--- src/rtl/bin2bcd_seq.sv ---
// Sequential binary-to-BCD converter using the shift-and-add-3 (double dabble) method.
// One operand bit is shifted into the BCD scratch register per clock. A conversion
// takes WIDTH shift cycles plus one DONE cycle.
// Optional build macro: BCD_SIGNED_EN. When it is defined, bin is treated as two's
// complement, its magnitude is converted and neg carries the sign. When it is not
// defined, bin is unsigned and neg is tied low.
module bin2bcd_seq #(
    parameter int unsigned WIDTH  = 16,
    parameter int unsigned DIGITS = 5
) (
    input  logic                  clk,
    input  logic                  rst,
    input  logic                  start,
    input  logic [WIDTH-1:0]      bin,
    output logic                  busy,
    output logic                  done,
    output logic [4*DIGITS-1:0]   bcd,
    output logic                  neg
);

    localparam int unsigned BcdW = 4 * DIGITS;
    localparam int unsigned CntW = $clog2(WIDTH + 1);

    typedef enum logic [1:0] {
        StIdle,
        StShift,
        StDone
    } state_e;

    state_e            state_q, state_d;
    logic [WIDTH-1:0]  operand_q, operand_d;
    logic [BcdW-1:0]   scratch_q, scratch_d;
    logic [BcdW-1:0]   scratch_adj;
    logic [CntW-1:0]   cnt_q, cnt_d;
    logic [BcdW-1:0]   bcd_q, bcd_d;
    logic              done_q, done_d;
    logic [WIDTH-1:0]  bin_mag;

`ifdef BCD_SIGNED_EN
    logic              bin_neg;
    logic              sign_q, sign_d;
    logic              neg_q, neg_d;

    // Magnitude of the two's complement input. The most negative value wraps back to
    // itself, which read as unsigned is exactly 2^(WIDTH-1).
    always_comb begin
        bin_neg = bin[WIDTH-1];
        bin_mag = bin_neg ? (~bin + WIDTH'(1)) : bin;
    end
`else
    // Unsigned build: the operand is taken as is.
    always_comb begin
        bin_mag = bin;
    end
`endif

    // Add 3 to every scratch digit that is 5 or more, so that the following shift
    // carries correctly into the next decimal digit.
    always_comb begin
        scratch_adj = scratch_q;
        for (int i = 0; i < int'(DIGITS); i++) begin
            if (scratch_q[4*i +: 4] >= 4'd5) begin
                scratch_adj[4*i +: 4] = scratch_q[4*i +: 4] + 4'd3;
            end
        end
    end

    // Next-state logic for the FSM and its datapath registers.
    always_comb begin
        state_d   = state_q;
        operand_d = operand_q;
        scratch_d = scratch_q;
        cnt_d     = cnt_q;
        bcd_d     = bcd_q;
        done_d    = 1'b0;
`ifdef BCD_SIGNED_EN
        sign_d    = sign_q;
        neg_d     = neg_q;
`endif
        unique case (state_q)
            StIdle: begin
                if (start) begin
                    operand_d = bin_mag;
                    scratch_d = '0;
                    cnt_d     = CntW'(WIDTH);
`ifdef BCD_SIGNED_EN
                    sign_d    = bin_neg;
`endif
                    state_d   = StShift;
                end
            end
            StShift: begin
                // Shift {scratch, operand} left by one. The top bit of the adjusted
                // scratch is always zero because 10^DIGITS > 2^WIDTH - 1.
                scratch_d = {scratch_adj[BcdW-2:0], operand_q[WIDTH-1]};
                operand_d = {operand_q[WIDTH-2:0], 1'b0};
                cnt_d     = cnt_q - CntW'(1);
                if (cnt_q == CntW'(1)) begin
                    state_d = StDone;
                end
            end
            StDone: begin
                bcd_d   = scratch_q;
                done_d  = 1'b1;
`ifdef BCD_SIGNED_EN
                neg_d   = sign_q;
`endif
                state_d = StIdle;
            end
            default: begin
                state_d = StIdle;
            end
        endcase
    end

    // State register. Reset is synchronous and has priority over start.
    always_ff @(posedge clk) begin
        if (rst) begin
            state_q   <= StIdle;
            operand_q <= '0;
            scratch_q <= '0;
            cnt_q     <= '0;
            bcd_q     <= '0;
            done_q    <= 1'b0;
`ifdef BCD_SIGNED_EN
            sign_q    <= 1'b0;
            neg_q     <= 1'b0;
`endif
        end else begin
            state_q   <= state_d;
            operand_q <= operand_d;
            scratch_q <= scratch_d;
            cnt_q     <= cnt_d;
            bcd_q     <= bcd_d;
            done_q    <= done_d;
`ifdef BCD_SIGNED_EN
            sign_q    <= sign_d;
            neg_q     <= neg_d;
`endif
        end
    end

    // Output assignments.
    assign busy = (state_q != StIdle);
    assign done = done_q;
    assign bcd  = bcd_q;
`ifdef BCD_SIGNED_EN
    assign neg  = neg_q;
`else
    assign neg  = 1'b0;
`endif

endmodule

--- config.mk ---
export PLATFORM = sky130hd
export DESIGN_NAME = bin2bcd_seq
export DESIGN_NICKNAME = d
export VERILOG_FILES = /design/src/rtl/bin2bcd_seq.sv
export SDC_FILE = /design/constraint.sdc
export NUM_CORES = 1
export LEC_CHECK = 0
export CORE_MARGIN = 4
export CORE_UTILIZATION = 45
export CTS_BUF_LIST = sky130_fd_sc_hd__clkbuf_4
export CTS_CLUSTER_DIAMETER = 150
export DETAILED_ROUTE_END_ITERATION = 6
export HOLD_SLACK_MARGIN = 0.12
export PLACE_DENSITY = 0.67
export SKIP_CTS_REPAIR_TIMING = 1
export SYNTH_ARGS = -nofsm -noshare
export SYNTH_HDL_FRONTEND = slang
export SYNTH_SLANG_ARGS = --single-unit
--- constraint.sdc ---
create_clock -name clk -period 1.6 [get_ports clk]
set_clock_uncertainty 0.05 [all_clocks]
set_input_delay 0.32 -clock clk [delete_from_list [all_inputs] [get_ports clk]]
set_output_delay 0.32 -clock clk [all_outputs]
set_load 0.01 [all_outputs]
==> results by group, run 1 <==
Outcome
  – Status: finished clean

Worst hold path
  – Worst hold-check path type: in2reg
  – Hold Crit Depth: 2

Synth
  – #FFs+latches synth: 64
  – Cell variety after synth: 40
  – Avg Cell Area, Syn: 8.526 um2
  – Synthesized net count: 403
  – Synth top area cells: dfxtp_1, a21oi_1, nor2_1, nand2_1, ha_1
  – Top_reg_cell synth: dfxtp_1
  – YS warnings: 0
  – Yosys top cell area share: 0.4039
  – Sequential area share after synthesis: 0.4039
  – Most common cell in the netlist: dfxtp_1
  – Yosys top cell by area: dfxtp_1
  – Synth Cell Area: 3172 um2
  – Cells after Synth: ~370
  – Post-synth ARST share: 0
  – Most frequent cells after synthesis: dfxtp_1, a21oi_1, nor2_1
  – Post-synth EDFFs: 0

Cells and area
  – Fillers: 666
  – # diodes: 0
  – Layout cells sized above 1: 0.1496
  – Fin nets: between 400 and 500
  – Synthesis-to-layout area growth: 21.38%

Critical path
  – Worst Path Arrival: 1.19 ns
  – CP endpoint kind: output port
  – Startpoint Class: flop
  – Crit path kind: reg2out
  – CP Data Required Time: 1.23 ns
  – Worst R2R Path Depth: 6
  – Critical path peak fanout: 4

Placed design
  – IO Port Bufs: 40
  – Placer Congestion: 0.7861
  – Dpl ws: -0.2497 ns
  – Detailed Place HPWL: 4.545 mm

Power and ir drop
  – LEAKAGE: between 1.5 and 2 nW
  – Clock share of power: 0.297
  – Switch Pwr: a little under 0.0009 W
  – Maximum VDD drop: 317.4 uV
  – Combinational power share: 0.144
  – Power per cell area: 788.0 nW/um2
  – Net Sw Frac: 0.2910
  – Total chip power: 0.003034 W
  – Flop pwr share: 0.559
  – Internal cell power: approximately 0.0022 W

Clock tree
  – H-tree depth: 3
  – Reg clk slew, reported paths: 0.11 ns
  – CTS Buf Count: 9
  – Max clock buf depth: 2
  – Clock root buffer: clkbuf_4
  – Num Clock Sinks: 64
  – CTS tree: built
  – Clk Latency, worst-skew pair: 0.41 ns

STA
  – Final Hold Fails: 0
  – Unrepaired setup endpoints after global routing: yes
  – Fin worst setup slack: 0.03654 ns
  – Final Cycle Share: 0.9772
  – Final setup vio count: 0
  – Fin. max-slew vios: 0
  – Fmax: 639.6 MHz
  – Period minus WS final: 1.563 ns

Global route
  – GR Overflow Total: 0
  – First-pass GRT wire length: 11.34 mm
  – Largest net degree at the start of global routing: 40
  – Total GRT Usage: 0.1663
  – Initial antenna violation count: 0
  – Vias in the first global route: 2,456

Floorplanning
  – I/O pin cnt: 42
  – Die height: 91.96 um
  – Core area: 6832 um2
  – Initial Util: 0.4643
  – Row Count: 30
  – Die outline width: between 90 and 100 um
  – Die area: 8456 um2

Routing
  – Routed WL per cell: 12.91 um
  – Total Routed Length: 6.677 mm
  – First-pass detailed-route iteration total: 4
  – DR vias: between 2,000 and 3,000
  – Routed Antenna Nets: 0
  – DRC viols: 0
  – Initial DRC count: 53
  – Vias per cell: 5.128

Job
  – Max-cap violations: 0
## registers in the layout, summed over array words and instances, names as in the netlist
name and cells:
done 1, scratch_q 20, state_q 2, cnt_q 5, operand_q 16, bcd 20
## cells by family after synthesis
group / share of synthesized area
adder cells (fa/ha/maj): 0.04734
other: 0.001182
multiplexers: 0.02288
AO/OA/AOI/OAI: 0.2375
buffers and inverters: 0.08165
AND/OR/NAND/NOR: 0.1807
flip-flops: 0.4039
XOR/XNOR: 0.02485
## cells in the final DEF (no fill, tap or decap), types with 2 or more instances in the layout
cell type / Yosys / layout
o21ai_1: 4 / 4
o21ai_0: 7 / 7
a2111oi_2: 2 / 2
mux2_2: 2 / 2
a22oi_1: 3 / 3
nor3_1: 8 / 8
a22oi_2: 2 / 2
dlymetal6s2s_1: 0 / 21
xor2_1: 4 / 4
clkdlybuf4s50_1: 0 / 17
a2111oi_4: 4 / 4
a21oi_1: 54 / 51
clkinvlp_4: 0 / 3
o22ai_1: 3 / 3
a21oi_2: 1 / 4
o221a_2: 6 / 6
nor2b_1: 7 / 7
xnor2_1: 5 / 5
nand2b_1: 7 / 7
mux2i_1: 5 / 5
clkinv_1: 0 / 3
nand3_1: 5 / 5
nand2_1: 42 / 42
ha_1: 12 / 12
nor2_4: 2 / 3
inv_1: 21 / 21
a22o_1: 14 / 14
nor2_1: 51 / 51
clkbuf_4: 0 / 9
buf_12: 0 / 2
dfxtp_1: 64 / 63
buf_4: 6 / 17
## metrics by stage
stage / hold slack, ns / TNS [ns] / instances / util / area [um2]
global placement: 0.3926 / -5.241 / 501 / 0.5385 / 3679
CTS: 0.1528 / -2.224 / 517 / 0.5540 / 3785
global route: 0.1796 / -0.01009 / 517 / 0.5636 / 3850
floorplan: 0.3911 / 0 / 372 / - / 3172
finish: 0.1817 / 0 / 517 / 0.5636 / 3850
detailed placement: 0.3956 / -6.039 / 501 / 0.5385 / 3679
## power groups by stage
stage	logic (W)	registers (W)	clock network (W)
floorplan	0.000319	0.00172	0
global placement	0.000429	0.00173	0
detailed placement	0.000438	0.00173	0
CTS	0.000440	0.00169	0.000936
global route	0.000485	0.00170	0.00101
finish	0.000437	0.00169	0.000902
## routing by layer
layer  vias up  global-route usage  routed length [um]
met4         0             0.08292                 146
met5         -                   0                   0
met1      1244              0.2060                3231
li1       1351                   -                   -
met2        43              0.2676                3058
met3        13             0.04184                 240
## worst paths after layout
check	start	slack (ns)	to
hold reg to reg	bcd[13]$_SDFFE_PP0P_	0.41	bcd[13]$_SDFFE_PP0P_
hold / removal	rst	0.18	operand_q[0]$_SDFFE_PP0P_
setup / recovery	state_q[0]$_SDFFE_PP0P_	0.04	busy
setup reg to reg	scratch_q[1]$_SDFFE_PP0P_	0.12	scratch_q[2]$_SDFFE_PP0P_
## worst max-delay path: stages, from the launching register on
cell	delay (ns)
dfxtp_2	0.35
or2_2	0.30
clkbuf_2	0.13
## area by class of cell
class | instances | area (um2) | share of cell area
tap | 96 | 120.1 | 0.03120
timing repair buffer | 59 | 610.6 | 0.1586
clock buffer | 9 | 67.56 | 0.01755
clock inverter | 7 | 38.79 | 0.01007
inverter | 22 | 82.58 | 0.02145
sequential | 64 | 1282 | 0.3331
multi-input combinational | 260 | 1648 | 0.4280
(Power assumes the default switching activity.)
==> run 2: changes to the inputs <==
--- a/config.mk
+++ b/config.mk
@@ -9,6 +9,7 @@
 export CORE_UTILIZATION = 45
 export CTS_BUF_LIST = sky130_fd_sc_hd__clkbuf_4
 export CTS_CLUSTER_DIAMETER = 150
+export CTS_CLUSTER_SIZE = 28
 export DETAILED_ROUTE_END_ITERATION = 6
 export HOLD_SLACK_MARGIN = 0.12
 export PLACE_DENSITY = 0.67
==> results of run 2 <==
Same layout as run 1: the final DEF is identical, and so are final timing and power.
==> run 3: changes to the inputs <==
--- a/config.mk
+++ b/config.mk
@@ -6,14 +6,14 @@
 export NUM_CORES = 1
 export LEC_CHECK = 0
 export CORE_MARGIN = 4
-export CORE_UTILIZATION = 45
+export CORE_UTILIZATION = 35
 export CTS_BUF_LIST = sky130_fd_sc_hd__clkbuf_4
 export CTS_CLUSTER_DIAMETER = 150
 export CTS_CLUSTER_SIZE = 28
 export DETAILED_ROUTE_END_ITERATION = 6
 export HOLD_SLACK_MARGIN = 0.12
-export PLACE_DENSITY = 0.67
 export SKIP_CTS_REPAIR_TIMING = 1
+export SLEW_MARGIN = 40
 export SYNTH_ARGS = -nofsm -noshare
 export SYNTH_HDL_FRONTEND = slang
 export SYNTH_SLANG_ARGS = --single-unit
==> results by group, run 3 (same netlist as run 1, synthesis figures left out) <==
Global route
  – GR Overflow Total: 0
  – Largest net degree at the start of global routing: 24
  – First-pass GRT wire length: 11.67 mm
  – Total GRT Usage: 0.1382
  – Vias in the first global route: 2,553
  – Initial antenna violation count: 0

Clock tree
  – Num Clock Sinks: 64
  – Clock root buffer: clkbuf_4
  – CTS tree: built
  – Max clock buf depth: 2
  – H-tree depth: 3
  – Reg clk slew, reported paths: between 0.1 and 0.15 ns
  – CTS Buf Count: 9
  – Clk Latency, worst-skew pair: 0.41 ns

Critical path
  – Startpoint Class: flop
  – Start point of the critical path: state_q[0]$_SDFFE_PP0P_
  – Crit path kind: reg2out
  – Crit-path cells: or2_2 > clkbuf_2
  – Critical path peak fanout: 4
  – R2R Path Start: scratch_q[17]$_SDFFE_PP0P_
  – R2R Setup Slk: 0.15 ns
  – Max stage delay on crit path: 0.35 ns
  – Worst Path Arrival: 1.20 ns
  – Critical-path top delay cell: dfxtp_2
  – Worst R2R Path Depth: 6
  – CP Data Required Time: 1.23 ns
  – CP endpoint kind: output port
  – Reg2Reg Capture Point: scratch_q[18]$_SDFFE_PP0P_

Worst hold path
  – Worst hold-check path type: in2reg
  – Hold Crit Depth: 3
  – WHS Endpoint: scratch_q[7]$_SDFFE_PP0P_
  – Hold wc startpoint: rst

STA
  – Fin. max-slew vios: 0
  – Final setup vio count: 0
  – Period minus WS final: 1.573 ns
  – Final Cycle Share: 0.9834
  – Fin worst setup slack: 0.02659 ns
  – Final Hold Fails: 0
  – Unrepaired setup endpoints after global routing: yes
  – Setup TNS: 0 ns
  – Fmax: 635.6 MHz

Outcome
  – Status: finished clean

Floorplanning
  – Die area: 10,650 um2
  – Core area: around 8800 um2
  – Die height: 103.2 um
  – Die outline width: 103.2 um
  – Initial Util: 0.3619
  – I/O pin cnt: 42
  – Row Count: 34

Routing
  – Routed Antenna Nets: 0
  – DRC viols: 0
  – Initial DRC count: 116
  – First-pass detailed-route iteration total: 4
  – Highest metal used: met4
  – DR vias: 2,636
  – Total Routed Length: 6.862 mm
  – Routed WL per cell: 12.85 um
  – Metal-1 WL: 3.304 mm
  – Met2 Wirelength: about 3.2 mm
  – Vias per cell: 4.936
  – Met3 Routed Length: 286 um

Cells and area
  – Area of the multi-input gates: 1650 um2
  – Most frequent cells in the layout: dfxtp_1, nor2_1, a21oi_1
  – # diodes: 0
  – Fillers: slightly below 900
  – Synthesis-to-layout area growth: 23.98%
  – Layout cells sized above 1: 0.1667
  – Most common cell after layout, fill and taps aside: dfxtp_1
  – Fin nets: 452
  – Register area: 1282 um2
  – Design area: about 3900 um2

Placed design
  – Detailed Place HPWL: 4.808 mm
  – Placer Congestion: 0.8092
  – IO Port Bufs: 40
  – Post-DP Area: ~3700 um2
  – Dpl ws: -0.2518 ns

Power and ir drop
  – LEAKAGE: between 1.5 and 2 nW
  – Maximum VDD drop: 482.0 uV
  – Power per cell area: between 800 and 900 nW/um2

Job
  – Max-cap violations: 0
[run 3: worst max-delay path: cells and delay by family (launching register included)]
family	cells	cell delay, ns
AND/OR/NAND/NOR	1	0.31
buffers and inverters	1	0.13
flip-flops	1	0.35
[run 3: cell type report]
| type | count | share of cell area |
|---|---|---|
| well taps | 108 | 0.03436 |
| flip-flops and latches | 64 | 0.3261 |
| inverters | 22 | 0.02100 |
| repair buffers | 64 | 0.1584 |
| clock inverters | 6 | 0.02132 |
| clock buffers | 10 | 0.01909 |
| multi-input cells | 260 | 0.4197 |
[run 3: power by group]
| group | leakage (nW) | switching (W) | internal (W) |
|---|---|---|---|
| combinational | 1.26 | 0.000235 | 0.000200 |
| sequential | 0.521 | 0.0000432 | 0.00165 |
| clock | 0.0817 | 0.000613 | 0.000644 |
| total | 1.86 | 0.000892 | 0.00249 |
[run 3: worst max path at each step]
stage,endpoint
after floorplan,scratch_q[10]$_SDFFE_PP0P_
after global placement,scratch_q[5]$_SDFFE_PP0P_
after detailed placement,scratch_q[17]$_SDFFE_PP0P_
after CTS,busy
after global routing,busy
final,busy
[run 3: metrics by stage]
stage | total power, W | utilization | std cells | hold slack [ns]
5_1_grt | 0.003552 | 0.4487 | 534 | 0.3281
4_1_cts | 0.003424 | 0.4410 | 534 | 0.3041
6_report | 0.003385 | 0.4487 | 534 | 0.3403
3_5_place_dp | 0.002164 | 0.4229 | 518 | 0.3957
2_1_floorplan | 0.002037 | - | 372 | 0.3911
3_3_place_gp | 0.002155 | 0.4229 | 518 | 0.3921
[run 3: routing by layer]
| metal | global-route usage | vias to the layer above |
|---|---|---|
| met5 | 0 | - |
| met4 | 0.03685 | 0 |
| met3 | 0.04359 | 12 |
| met2 | 0.2309 | 43 |
| met1 | 0.1727 | 1220 |
| li1 | - | 1361 |
